$ cat src/rtl/lmdpl_dualrail_decoder.sv
`default_nettype none
// ============================================================================
// Module      : lmdpl_dualrail_decoder
// Description : Receive side of the LMDPL masked dual-rail interface.
//               Registers W rail pairs and runs precharge/evaluate
//               completion detection. It checks each codeword, removes the
//               Boolean output mask and presents the plain result on a
//               valid/ready handshake.
//               Optional: define LMDPL_DEC_ERR_CNT_EN to add a saturating
//               16-bit err_count output.
// Revision    : 1.0 - initial release
// ============================================================================
module lmdpl_dualrail_decoder #(
  parameter int W       = 4,
  parameter int TIMEOUT = 64
) (
  input  logic         clk,
  input  logic         rst_n,
  input  logic         mask_valid,
  input  logic [W-1:0] mask_in,
  input  logic [W-1:0] q_m,
  input  logic [W-1:0] q_m_bar,
  output logic [W-1:0] out_data,
  output logic         out_valid,
  input  logic         out_ready,
  output logic         busy,
  output logic         err,
  output logic [1:0]   err_code
`ifdef LMDPL_DEC_ERR_CNT_EN
  ,
  output logic [15:0]  err_count
`endif
);

  localparam int             CW          = $clog2(TIMEOUT + 1);
  localparam logic [CW-1:0]  c_TIMEOUT   = CW'(TIMEOUT);
  localparam logic [CW-1:0]  c_CNT_ONE   = CW'(1);
  localparam logic [1:0]     c_ERR_PRE   = 2'b01;
  localparam logic [1:0]     c_ERR_BAD   = 2'b10;
  localparam logic [1:0]     c_ERR_EVAL  = 2'b11;

  typedef enum logic [1:0] {
    S_IDLE = 2'd0,
    S_PRE  = 2'd1,
    S_EVAL = 2'd2,
    S_OUT  = 2'd3
  } state_t;

  state_t        r_state,    w_state_nxt;
  logic [CW-1:0] r_cnt,      w_cnt_nxt;
  logic [W-1:0]  r_mask,     w_mask_nxt;
  logic [W-1:0]  r_out_data, w_out_data_nxt;
  logic          r_out_valid, w_out_valid_nxt;
  logic          r_err,      w_err_nxt;
  logic [1:0]    r_err_code, w_err_code_nxt;
  logic [W-1:0]  r_q, r_qb;

  // Per-bit rail classification, computed from the registered rails only
  logic [W-1:0]  w_pre, w_done, w_bad;
  logic [CW-1:0] w_cnt_inc;

  assign w_pre     = ~(r_q | r_qb);
  assign w_done    = r_q ^ r_qb;
  assign w_bad     = r_q & r_qb;
  assign w_cnt_inc = r_cnt + c_CNT_ONE;

  // Single input register stage for the rails; isolates the FSM from the gate array
  always_ff @(posedge clk) begin
    if (!rst_n) begin
      r_q  <= '0;
      r_qb <= '0;
    end else begin
      r_q  <= q_m;
      r_qb <= q_m_bar;
    end
  end

  // State and datapath registers
  always_ff @(posedge clk) begin
    if (!rst_n) begin
      r_state     <= S_IDLE;
      r_cnt       <= '0;
      r_mask      <= '0;
      r_out_data  <= '0;
      r_out_valid <= 1'b0;
      r_err       <= 1'b0;
      r_err_code  <= 2'b00;
    end else begin
      r_state     <= w_state_nxt;
      r_cnt       <= w_cnt_nxt;
      r_mask      <= w_mask_nxt;
      r_out_data  <= w_out_data_nxt;
      r_out_valid <= w_out_valid_nxt;
      r_err       <= w_err_nxt;
      r_err_code  <= w_err_code_nxt;
    end
  end

  // Next-state and next-output decode; err defaults low so it is a one-cycle pulse
  always_comb begin
    w_state_nxt     = r_state;
    w_cnt_nxt       = r_cnt;
    w_mask_nxt      = r_mask;
    w_out_data_nxt  = r_out_data;
    w_out_valid_nxt = r_out_valid;
    w_err_nxt       = 1'b0;
    w_err_code_nxt  = r_err_code;

    case (r_state)
      S_IDLE: begin
        if (mask_valid) begin
          w_mask_nxt  = mask_in;
          w_cnt_nxt   = '0;
          w_state_nxt = S_PRE;
        end
      end

      S_PRE: begin
        if (&w_pre) begin
          w_cnt_nxt   = '0;
          w_state_nxt = S_EVAL;
        end else if (w_cnt_inc == c_TIMEOUT) begin
          w_cnt_nxt      = '0;
          w_err_nxt      = 1'b1;
          w_err_code_nxt = c_ERR_PRE;
          w_state_nxt    = S_IDLE;
        end else begin
          w_cnt_nxt = w_cnt_inc;
        end
      end

      S_EVAL: begin
        // An invalid codeword outranks completion seen in the same sample
        if (|w_bad) begin
          w_cnt_nxt      = '0;
          w_err_nxt      = 1'b1;
          w_err_code_nxt = c_ERR_BAD;
          w_state_nxt    = S_IDLE;
        end else if (&w_done) begin
          w_cnt_nxt       = '0;
          w_out_data_nxt  = r_q ^ r_mask;
          w_out_valid_nxt = 1'b1;
          w_state_nxt     = S_OUT;
        end else if (w_cnt_inc == c_TIMEOUT) begin
          w_cnt_nxt      = '0;
          w_err_nxt      = 1'b1;
          w_err_code_nxt = c_ERR_EVAL;
          w_state_nxt    = S_IDLE;
        end else begin
          w_cnt_nxt = w_cnt_inc;
        end
      end

      S_OUT: begin
        // A new mask is only taken on the accepting cycle, enabling back-to-back use
        if (out_ready) begin
          w_out_valid_nxt = 1'b0;
          if (mask_valid) begin
            w_mask_nxt  = mask_in;
            w_cnt_nxt   = '0;
            w_state_nxt = S_PRE;
          end else begin
            w_state_nxt = S_IDLE;
          end
        end
      end

      default: begin
        w_state_nxt = S_IDLE;
      end
    endcase
  end

  assign out_data  = r_out_data;
  assign out_valid = r_out_valid;
  assign err       = r_err;
  assign err_code  = r_err_code;
  assign busy      = (r_state != S_IDLE);

`ifdef LMDPL_DEC_ERR_CNT_EN
  logic [15:0] r_err_count;

  // Saturating error counter, updated on the same edge that raises err
  always_ff @(posedge clk) begin
    if (!rst_n) begin
      r_err_count <= '0;
    end else if (w_err_nxt && (r_err_count != 16'hFFFF)) begin
      r_err_count <= r_err_count + 16'd1;
    end
  end

  assign err_count = r_err_count;
`endif

endmodule
`default_nettype wire

$ cat config.mk
export PLATFORM = sky130hd
export DESIGN_NAME = lmdpl_dualrail_decoder
export DESIGN_NICKNAME = d
export VERILOG_FILES = /design/src/rtl/lmdpl_dualrail_decoder.sv
export SDC_FILE = /design/constraint.sdc
export NUM_CORES = 1
export LEC_CHECK = 0
export ABC_AREA = 1
export BUFFER_PORTS_ARGS = -buffer_cell sky130_fd_sc_hd__buf_2
export CAP_MARGIN = 5
export CORE_ASPECT_RATIO = 1.25
export CORE_MARGIN = 2
export CORE_UTILIZATION = 55
export DETAILED_ROUTE_END_ITERATION = 10
export HOLD_SLACK_MARGIN = 0.08
export PLACE_DENSITY = 0.82
export SETUP_SLACK_MARGIN = 0.05
export SLEW_MARGIN = 20
export SYNTH_ARGS = -nofsm -noshare
export SYNTH_HDL_FRONTEND = slang
export SYNTH_SLANG_ARGS = --single-unit
export TNS_END_PERCENT = 1
$ cat constraint.sdc
create_clock -name clk -period 2.1 [get_ports clk]
set_input_delay 0.42 -clock clk [delete_from_list [all_inputs] [get_ports clk]]
set_output_delay 0.42 -clock clk [all_outputs]
set_load 0.02 [all_outputs]
* After elaboration in Yosys (flattened, before gate mapping)
Index checks and enable logic that the tools add are counted.
** Cells by class
- Reductions and logical operators :: 13
- Add/subtract/negate cells :: 1
- Div/mod/pow operators :: 0
- Shift operators :: 0
- Equality and inequality tests :: 12
- Mux-type cells :: 33
- Bitwise logic cells :: 6
- Order comparisons :: 0
- $mul :: 0
** Operators with widths (count)
- two-way mux 7 bit :: 6
- one-hot mux 7 bit (4 select lines) :: 1
- two-way mux 2 bit :: 11
- inequality test 2 bit, second input constant :: 6
- AND reduction 4 bit :: 3
- two-way mux 1 bit :: 8
- two-way mux 4 bit :: 2
- one-hot mux 2 bit (4 select lines) :: 1
- one-hot mux 4 bit (2 select lines) :: 1
- nonzero test 2 bit :: 4
- XOR 4 bit :: 2
- adder 7 x 1 -> 7 bit, second input constant :: 1
- == test 7 bit, second input constant :: 1
- inequality test 3 bit, second input constant :: 2
- AND reduction 6 bit :: 1
- AND reduction 5 bit :: 1
- bitwise AND 4 bit :: 1
- == test 2 bit, second input constant :: 2
- inverter 4 bit :: 1
- OR 4 bit :: 1
- one-hot mux 1 bit (2 select lines) :: 2
- one-hot mux 2 bit (2 select lines) :: 1
- AND reduction 2 bit :: 2
- OR reduction 4 bit :: 1
- other kinds (3) :: 3
** Word-level totals
- Input port bits :: 16
- Output and inout port bits :: 9
- Bits in latches :: 0
- Memories :: 0
- Register bits :: 29
- Bits in read-only memories :: 0
- RAM bits :: 0

* Logic depth before layout (Yosys ltp)
- Depth after elaboration :: 6
- Depth in mapped cells :: 12
- Gate-level depth less buffers :: 12

* Worst setup path before layout
OpenSTA, ideal clock, no wires.
- Kind :: register -> register
- Start point :: register r_state[0]
- End point :: register r_err_code[0], in the netlist err_code[0]
- Setup time :: 0.115 ns
- Data required time :: 1.985 ns
- Cell stages (with the launch flop) :: 10
- Arrival time :: 1.380 ns
- Period minus slack after synthesis :: 1.495 ns
- Path slack :: 0.605 ns
- Cells stage by stage :: dfxtp_1 inv_1 ha_1 nand4_1 nor2_1 a21oi_1 and2_1 nand3b_1 nand2_1 nor2_1
** Between the ends
- Cells in the longest elaborated chain, start to end :: 3
- Elaborated cells between the ends (all ways) :: 9
** RTL lines
- from (decl) :: RTL line 49 : state_t r_state, w_state_nxt;
- from (signal assigned) :: RTL line 89 : r_state <= w_state_nxt;
- == test 2 bit / == test 2 x 1 -> 1 bit (equally long branches) :: RTL line 109 : case (r_state)
- inequality test 3 bit (no line) (tied with other cells)
- AND reduction 5 bit (no line)
- to (signal assigned) :: RTL line 95 : r_err_code <= w_err_code_nxt;
- to (decl) :: RTL line 55 : logic [1:0] r_err_code, w_err_code_nxt;
Several ways; a longest one is shown, not always the timed one.
A chain may end at the register's enable or synchronous reset.

* Worst setup path in the final report
Ends and elaborated chain as after synthesis.

==> impl_metrics.csv <==
group,metric,value,unit
status,run_status,"completed",
grt,grt_pass1_vias,1332,
worst_setup_path,timing.critical_path.slowest_cell_delay,0.41,ns
worst_setup_path,worstReg2RegStart,"r_state[0]",
sta,worstMarginPinSlew,0.620,ns
final_layout,layout.cells.most_common_list,"sky130_fd_sc_hd__nand2_1 (45), sky130_fd_sc_hd__inv_1 (39), sky130_fd_sc_hd__dfxtp_1 (29), sky130_fd_sc_hd__buf_2 (24), sky130_fd_sc_hd__a21oi_1 (23)",
worst_setup_path,worst-endpoint-required,2.35,ns
floorplanning,floorplan.die_area,3240,um2
worst_hold_path,min_to,"r_q[1]",
floorplanning,chipWidth,51.3,um
synth,synth_async_reset_ratio,0,%
clocking,cts-root-to-sink-buffers,2,
power_and_ir_drop,power.density,695,nW/um2
sta,clock_skew,0.0108,ns
power_and_ir_drop,power.static_leakage,0.895,nW
synth,ys_dominant_reg_cell,"sky130_fd_sc_hd__dfxtp_1",
final_layout,num-nets-final,267,
worst_setup_path,reg2reg_end,"err_code[0]",
synth,synth.cell_area,1540,um2
synth,synth_top_cell_by_area,"sky130_fd_sc_hd__dfxtp_1",
route,detail-route-antenna-nets,0,
floorplanning,ios,25,
clocking,path_clk_slew,0.10,ns
final_layout,area.growth.synth_to_final,15.7,%
clocking,cts_made_buffers,5,
route,detail_route.wirelength,2990,um
worst_setup_path,worstPathArrival,2.04,ns
grt,grt_antenna_before_repair,0,
sta,fin_tns_setup,0,ns
synth,syn-instance-count,208,
clocking,post_cts_buffers,0,
clocking,clock_insertion_delay_worst_skew,0.34,ns
final_layout,layout-drive-gt1-share,18.9,%
worst_hold_path,whs_path_depth,3,
final_layout,antenna_diode_instance_count,0,
synth,netlist_top_cells_area,"sky130_fd_sc_hd__dfxtp_1 (38%), sky130_fd_sc_hd__ha_1 (11%), sky130_fd_sc_hd__nand2_1 (11%)",
synth,synth_seq_area_share,37.7,%
final_layout,final_common_cell,"sky130_fd_sc_hd__nand2_1",
grt,grt_start_max_net_pins,26,
grt,grt_pass1_wl,5290,um
route,average_routed_wire_per_standard_cell,11.0,um
route,viasPerCell,4.93,
worst_setup_path,worst-setup-path-type,"flip-flop to flip-flop",
synth,synth_nets,238,
clocking,root_buffer,"sky130_fd_sc_hd__clkbuf_4",
sta,grt_setup_unrepaired,"no",
route,drt-initial-drc-count,31,
flow_run,cap_viol_max_count,0,
route,drt-pass1-iter-count,4,
clocking,cts_tree,"built",
worst_hold_path,type_of_the_tightest_min_delay_check,"primary input to flip-flop",
synth,synth_edf_count,0,
place,gpl.final_weighted_congestion,0.806,
worst_setup_path,internal_reg_to_reg_setup_slack,0.31,ns
worst_setup_path,startpoint_type,"flip-flop",
synth,ys.warnings.count,0,
sta,hold_slack,0.259,ns
worst_setup_path,cp-end-kind,"flip-flop",
sta,final-max-slew-violation-count,0,
sta,final-hold-violation-count,0,
synth,register_bit_total_from_synthesis,29,
sta,final.period_utilization,85.3,%
power_and_ir_drop,vdd_drop_max,0.000547,V
sta,fmaxAchievable,558,MHz
place,place.detailed.hpwl,2290,um
floorplanning,core-area,2680,um2
grt,grt_util_all_layers,22.0,%
clocking,hold_buffers,0,
place,buffer_ports.inserted,24,
power_and_ir_drop,power.total,0.00124,W
floorplanning,dieHeight,63.1,um
worst_setup_path,path_cells,"inv_1, ha_1, nand4_1, nor2_1, a21oi_1, and2_1, nand3b_1, nand2_1, nor2_1",
sta,layout_min_cycle_time,1.79,ns
synth,netlist.area_leader.share,37.7,%
worst_hold_path,hold_path.startpoint,"q_m[1]",
synth,postSynthAreaPerCell,7.40,um2
worst_setup_path,crit_path_max_fanout,5,
floorplanning,placementRows,21,
clocking,cts_resized,0,
route,num_vias,1342,
worst_setup_path,timing.critical_path.mode_cell,"sky130_fd_sc_hd__nor2_1",
route,detail_route.drc_violations,0,
sta,timing.max_slew.rel_slack,58.5,%
grt,grt.overflow.total,0,
clocking,cts_num_sinks,29,
worst_setup_path,r2r_cells,9,
clocking,htree_levels,2,
worst_setup_path,critical_path.slowest_cell,"sky130_fd_sc_hd__dfxtp_1",
sta,finalSetupViolations,0,
floorplanning,initial_core_util,57.4,%
synth,count_of_unique_library_cells_instantiated_by_yosys,24,
## metal layers
metal	part of all wire, %	vias to the layer above	global-route usage (%)
li1	-	710	-
met1	41	598	21.7
met2	52	29	40.3
met3	4.5	5	7.11
met4	2.1	0	9.87
met5	0	-	0
## how the worst max path moves through the flow
stage / startpoint / endpoint / slack [ns] / cells past startpoint
final: r_state[0] / err_code[0] / 0.31 / 9
after global placement: r_state[0] / err_code[0] / 0.37 / 9
after floorplan: r_state[0] / err_code[0] / 0.60 / 9
after CTS: r_state[0] / err_code[0] / 0.31 / 9
after detailed placement: r_state[0] / err_code[0] / 0.33 / 9
after global routing: r_state[0] / err_code[0] / 0.12 / 9
## logic make-up after synthesis
logic type,Yosys count,share of synthesized area [%]
simple gates,74,22.3
buf+inv,43,10.6
compound gates,43,15.1
xor+xnor,5,2.85
fa+ha+maj,14,11.4
flops,29,37.7
## critical path, delay by kind of cell (launching register included)
kind,cells,cell delay [ns]
buffers and inverters,1,0.10
adder cells (fa/ha/maj),1,0.29
flip-flops,1,0.41
AO/OA/AOI/OAI,1,0.22
AND/OR/NAND/NOR,6,0.68
## stage by stage
stage	worst slack, ns	area, um2	instances	util (%)
finish	0.309	1780	272	66.4
global route	0.119	1780	272	66.4
CTS	0.308	1780	272	66.4
detailed placement	0.326	1700	264	63.3
global placement	0.370	1700	264	63.3
floorplan	0.605	1540	208	-
## sequential cells by signal, indices dropped and copies added (netlist names), 2 cells and up
register	flops
r_q	4
r_mask	4
r_state	2
r_qb	4
err_code	2
out_data	4
r_cnt	7
## synthesized netlist by cell type (2+ instances only)
library cell / number
sky130_fd_sc_hd__a21oi_1: 23
sky130_fd_sc_hd__buf_2: 2
sky130_fd_sc_hd__dfxtp_1: 29
sky130_fd_sc_hd__ha_1: 14
sky130_fd_sc_hd__inv_1: 39
sky130_fd_sc_hd__nand2_1: 45
sky130_fd_sc_hd__nand2_2: 4
sky130_fd_sc_hd__nand3_1: 8
sky130_fd_sc_hd__nand4_1: 2
sky130_fd_sc_hd__nor2_1: 7
sky130_fd_sc_hd__nor2_2: 3
sky130_fd_sc_hd__o21ai_0: 16
sky130_fd_sc_hd__xnor2_1: 5
## final cells by class
type                       count  area (um2)
fill                         256         900
multi-input combinational    136         795
sequential                    29         581
inverter                      40         150
timing repair buffer          25         128
clock buffer                   7        55.1
tap                           34        42.5
clock inverter                 1        30.0
## report_power, final
part | leakage, nW | switching [W] | internal, W | total [W]
combinational | 0.612 | 0.0000988 | 0.0000656 | 0.000164
sequential | 0.237 | 0.0000192 | 0.000574 | 0.000593
clock | 0.0455 | 0.000195 | 0.000284 | 0.000479
total | 0.895 | 0.000313 | 0.000924 | 0.00124
Power figures use the tool's default switching activity.
